$ cat src/rtl/conv_integer_accum.sv
// Windowed accumulator behind the byte-to-integer conversion stage: sums, signed min/max
// over WINDOW samples, emitted as one record on a valid/ready output.
`timescale 1ns/1ps
module conv_integer_accum #(
  parameter int WINDOW = 4,
  parameter int ACC_W  = 48
) (
  input  logic             clk,
  input  logic             rst_n,
  input  logic             in_valid,
  output logic             in_ready,
  input  logic [31:0]      in_u,
  input  logic [31:0]      in_i,
  output logic             out_valid,
  input  logic             out_ready,
  output logic [ACC_W-1:0] sum_u,
  output logic [ACC_W-1:0] sum_i,
  output logic [31:0]      min_i,
  output logic [31:0]      max_i,
  output logic [15:0]      count
);

  typedef enum logic {ACCUM, FULL} state_t;

  localparam logic [15:0] LAST_IDX = 16'(WINDOW - 1);
  localparam logic [31:0] MIN_INIT = 32'h7FFF_FFFF;
  localparam logic [31:0] MAX_INIT = 32'h8000_0000;

  state_t           r_state;
  logic             r_outValid;
  logic [15:0]      r_sampCnt;
  logic [15:0]      r_count;
  logic [ACC_W-1:0] r_accU;
  logic [ACC_W-1:0] r_accI;
  logic [31:0]      r_min;
  logic [31:0]      r_max;
  logic [ACC_W-1:0] r_sumU;
  logic [ACC_W-1:0] r_sumI;
  logic [31:0]      r_minOut;
  logic [31:0]      r_maxOut;

  logic             w_inFire;
  logic             w_last;
  logic             w_emit;
  logic             w_accum;
  logic             w_outFire;
  logic [ACC_W-1:0] w_extU;
  logic [ACC_W-1:0] w_extI;
  logic [ACC_W-1:0] w_nextU;
  logic [ACC_W-1:0] w_nextI;
  logic [31:0]      w_nextMin;
  logic [31:0]      w_nextMax;

  // A pending record only blocks input when downstream is not taking it this cycle.
  assign in_ready  = !r_outValid || out_ready;
  assign w_inFire  = in_valid && in_ready;
  assign w_outFire = r_outValid && out_ready;
  assign w_last    = (r_sampCnt == LAST_IDX);
  assign w_emit    = w_inFire && w_last;
  assign w_accum   = w_inFire && !w_last;

  assign w_extU    = {{(ACC_W-32){1'b0}}, in_u};
  assign w_extI    = {{(ACC_W-32){in_i[31]}}, in_i};
  assign w_nextU   = r_accU + w_extU;
  assign w_nextI   = r_accI + w_extI;
  assign w_nextMin = ($signed(in_i) < $signed(r_min)) ? in_i : r_min;
  assign w_nextMax = ($signed(in_i) > $signed(r_max)) ? in_i : r_max;

  // In FULL the accumulators are already cleared, so an input accepted alongside the
  // output transfer naturally starts the next window (or re-emits when WINDOW is 1).
  always_ff @(posedge clk or negedge rst_n) begin
    if (!rst_n) begin
      r_state    <= ACCUM;
      r_outValid <= 1'b0;
      r_sampCnt  <= '0;
      r_count    <= '0;
      r_accU     <= '0;
      r_accI     <= '0;
      r_min      <= MIN_INIT;
      r_max      <= MAX_INIT;
      r_sumU     <= '0;
      r_sumI     <= '0;
      r_minOut   <= '0;
      r_maxOut   <= '0;
    end else begin
      case (r_state)
        ACCUM, FULL: begin
          if (w_emit) begin
            r_sumU     <= w_nextU;
            r_sumI     <= w_nextI;
            r_minOut   <= w_nextMin;
            r_maxOut   <= w_nextMax;
            r_outValid <= 1'b1;
            r_count    <= r_count + 16'd1;
            r_accU     <= '0;
            r_accI     <= '0;
            r_min      <= MIN_INIT;
            r_max      <= MAX_INIT;
            r_sampCnt  <= '0;
            r_state    <= FULL;
          end else begin
            if (w_accum) begin
              r_accU    <= w_nextU;
              r_accI    <= w_nextI;
              r_min     <= w_nextMin;
              r_max     <= w_nextMax;
              r_sampCnt <= r_sampCnt + 16'd1;
            end
            if (w_outFire) begin
              r_outValid <= 1'b0;
              r_state    <= ACCUM;
            end
          end
        end
        default: r_state <= ACCUM;
      endcase
    end
  end

  assign out_valid = r_outValid;
  assign sum_u     = r_sumU;
  assign sum_i     = r_sumI;
  assign min_i     = r_minOut;
  assign max_i     = r_maxOut;
  assign count     = r_count;

endmodule
$ cat config.mk
export PLATFORM = sky130hd
export DESIGN_NAME = conv_integer_accum
export DESIGN_NICKNAME = d
export VERILOG_FILES = /design/src/rtl/conv_integer_accum.sv
export SDC_FILE = /design/constraint.sdc
export NUM_CORES = 1
export LEC_CHECK = 0
export CORE_MARGIN = 4
export CORE_UTILIZATION = 57
export CTS_CLUSTER_DIAMETER = 40
export DETAILED_ROUTE_END_ITERATION = 8
export GPL_TIMING_DRIVEN = 0
export PLACE_DENSITY = 0.88
export SETUP_SLACK_MARGIN = 0.02
export SYNTH_ARGS = -nofsm -noshare
export SYNTH_HDL_FRONTEND = slang
export SYNTH_SLANG_ARGS = --single-unit
export TNS_END_PERCENT = 100
$ cat constraint.sdc
create_clock -name clk -period 3.9 [get_ports clk]
set_input_delay 0.585 -clock clk [delete_from_list [all_inputs] [get_ports clk]]
set_output_delay 0.585 -clock clk [all_outputs]
set_load 0.02 [all_outputs]
==> results.md <==
* Crit Path Category: in -> reg
* Min Clock Period, post-route at 3790 ps
* Max_cap viols at 0
* Post-Synth Simple-Gate Area at 14.1%
* DR WL/cell at 21.7 um
* CP Data Required Time at 4420 ps
* Largest net degree at the start of global routing at 119
* Net Count, Synth at 2343
* Status: complete, no violations
* Data arrival, critical path at 4310 ps
* I/O pins at 246
* Routed Antenna Nets at 0
* Post-synth top flop: dfrtp_1
* Area Overhead vs Synth at 25.0%
* Seq/Total Area, Yosys at 43.1%
* Adder-cell area share of the yosys netlist at 8.95%
* FILL cells at 2565
* Startpoint Class: input port
* Crit path max-delay cell type: clkdlybuf4s50_1
* Inserted Diodes at 0
* Worst reg2reg setup slack at 190 ps
* Starting Density at 57.8%
* CTS tree: yes
* Initial antenna violation count at 0
* Max-slew headroom at 4.80%
* Final hold slack at 344 ps
* Detailed-route via count at 18653
* Multiplexer share of the synthesized area at 3.14%
* Complex-gate fraction of the synthesized area at 22.2%
* Via-to-Cell Ratio at 6.35
* Start point of the critical path: in_i[24]
* Worst r2r src: r_sampCnt[0]
* Psw at 0.0102 W
* RePlAce Congestion at 0.950
* Max frequency at 0.264 GHz
* RSZ-0062 raised after global routing: no
* First-pass GRT wire length at 101 mm
* Worst setup EP type: register
* Synth warn at 0
* Clock skew at 48.2 ps
* R2R Path End: sum_i[37]
* Yosys cell types at 71
* Hold Vio Cnt, Final at 0
* Least-Margin Pin Slew at 1420 ps
* CP peak stage delay at 660 ps
* Average size of a mapped cell at 9.66 um2
* Total track usage at 32.0%
* Endpoints failing setup at 0
* Top cell by count, worst path: nand3_1
* WP buf/inv at 3
* Total gr overflow at 0
* Hold Path Class: in -> async
* Pre-CTS setup slack at -1190 ps
* Post-Synth XOR/XNOR Area at 4.60%
* LEAKAGE at 11.8 nW
* DR iter-0 viols at 1527
* #FFs+latches synth at 353
* Ys async rst share at 100%
* Die Span X at 198 um
* Comb pwr share at 50.9%
* Slew Limit Fails at 0
* I/O Buffers at 245
* Routed WL at 63.8 mm
* Cells on worst reg2reg path at 10
* Largest delay share family, worst path: buffers and inverters
* Share of the synthesized area in the top cell type at 39.1%
* Number of synthesized flops with an enable pin at 0
* Clock sink total at 353
* Mapped Cells at 2129
* Tcrit/Tclk final at 97.2%
* Die ar. at 39200 um2
* P_int at 0.0139 W
* Root buffer cell: clkbuf_16
* CTS H-tree lvls at 2
* Power per cell area at 936 nW/um2
* Cts bufs inserted at 54
* Half-perimeter wire length after placement at 45.6 mm
* DR pass1 iterations at 6
* Final core occ at 72.3%
* Proportion of layout cells with a drive suffix above 1 at 7.99%
* Core Box Area at 35600 um2
* Residual DRC at 0
* CP Max Fanout at 10
* Post-CTS Setup Bufs at 0
* Clock Latency Late Sink at 640 ps
* Synthesized area at 20600 um2
* Worst vdd ir at 0.595 mV
* Clk buf depth at 3
* Die height at 198 um
* Leading area contributor after synthesis: dfrtp_1
* Top cells by area, synth: dfrtp_1, ha_1, nand2_1
* Nets at 2648
* Vias in the first global route at 18667
* Worst setup margin at 109 ps
* Clk network pwr share at 21.9%
* Flop pwr share at 27.2%
* Largest family of logic cells by synthesized area: compound AO/OA/AOI/OAI gates
* Clock transition at the registers of the reported paths at 60 ps
* Switching part of the total power at 42.3%
* Rows at 69
* CP Cell Sequence: clkdlybuf4s50_1, ha_1, and3_1, nand3_1, nor4_2, nand3_1, o21ai_0, clkbuf_1, buf_1, nor3b_1, o31a_1
## cell usage after synthesis, types with 13 or more instances
cell type	instances
xor2_1	31
ha_1	144
and3_1	21
o31a_1	35
nand4_1	36
nand3_1	50
xnor2_1	77
nor3b_1	32
nand2_1	271
a31oi_1	19
mux2_2	28
o211ai_1	16
clkbuf_1	102
dfrtp_1	321
a21o_1	72
nor3_1	17
o21ai_0	140
inv_1	94
o31ai_1	13
o21a_1	43
nor2_1	72
buf_1	15
a22o_1	87
o22a_1	31
or3_1	16
mux2i_1	33
o21bai_1	14
dfstp_2	32
nand2b_1	45
a21oi_1	92
## per-stage QoR
stage | total power, W | std cells | instance area [um2] | TNS [ps]
2_1_floorplan | 0.0142 | 2129 | 20600 | 0
3_3_place_gp | 0.0180 | 2835 | 23600 | -4490430
3_5_place_dp | 0.0184 | 2838 | 23700 | -119400
4_1_cts | 0.0239 | 2939 | 25700 | 0
5_1_grt | 0.0255 | 2939 | 25700 | 0
6_report | 0.0241 | 2939 | 25700 | 0
## timing repair
action                                  CTS  global route
resized for setup                         5            22
hold buffers                              1             0
endpoints found under the hold margin    13             0
endpoints found under the setup margin   95            59
## layer usage
layer | wire length (um) | up-vias | GRT usage [%]
met3 | 4730 | 185 | 5.50
met4 | 2700 | 0 | 13.0
met5 | 0 | - | 0
met1 | 26300 | 9242 | 43.8
met2 | 30000 | 856 | 51.2
li1 | - | 8370 | -
## worst max-delay path by stage
stage                  to  slack (ps)  cells after the start
2_1_floorplan  r_accI[40]         620                      9
3_3_place_gp   r_accU[19]      -12850                      1
3_5_place_dp    max_i[28]       -1190                     10
4_1_cts         max_i[28]          40                     11
5_1_grt         sum_i[44]          40                     10
6_report        max_i[28]         110                     11
## power by group through the flow
| stage | Sequential, W | Clock, W | Combinational, W |
|---|---|---|---|
| 2_1_floorplan | 0.00716 | 0 | 0.00704 |
| 3_3_place_gp | 0.00646 | 0 | 0.0115 |
| 3_5_place_dp | 0.00651 | 0 | 0.0119 |
| 4_1_cts | 0.00650 | 0.00532 | 0.0121 |
| 5_1_grt | 0.00668 | 0.00550 | 0.0133 |
| 6_report | 0.00654 | 0.00528 | 0.0123 |
## kinds of logic after synthesis
kind of cell / count (synthesis)
xor+xnor: 108
compound gates: 646
mux: 61
buf+inv: 212
simple gates: 603
flops: 353
fa+ha+maj: 146
## placed cells by master (no fill, tap or decap), drive strengths merged, types with 9 or more instances in the layout
cell,count
xnor2,77
ha,144
a31oi,19
or3,16
o21bai,14
o22a,31
xor2,31
nor2,72
inv,112
clkdlybuf4s50,243
o211ai,16
a21o,74
o31a,35
a211o,9
o21ai,141
nand3,50
dfrtp,321
bufinv,9
clkbuf,164
o31ai,13
o21a,43
a22o,87
nand2b,45
and3,21
buf,18
mux2i,33
a21oi,92
clkinv,12
mux2,28
nand2,272
nand4,36
dfstp,32
nor3b,32
a211oi,12
nor3,17
and2,11
## layout make-up
type	instances	area [um2]	area share [%]
Multi-Input combinational cell	1564	10900	42.5
Clock inverter	40	578	2.25
Tap cell	461	577	2.24
Timing Repair Buffer	249	2550	9.92
Inverter	94	353	1.37
Sequential cell	353	8870	34.5
Buffer	118	457	1.78
Clock buffer	60	1400	5.46
## sequential cells by signal (all words and copies together), names as in the netlist, 32 cells and up
| register | count |
|---|---|
| r_min | 32 |
| max_i | 32 |
| min_i | 32 |
| sum_u | 48 |
| r_max | 32 |
| r_accU | 48 |
| r_accI | 48 |
| sum_i | 48 |
## worst reg2reg max path, delay by kind of cell (launching register included)
family | cells | cell delay (ps)
buf+inv | 5 | 2470
simple gates | 4 | 480
flops | 1 | 430
fa+ha+maj | 1 | 250
Power figures use the tool's default switching activity.
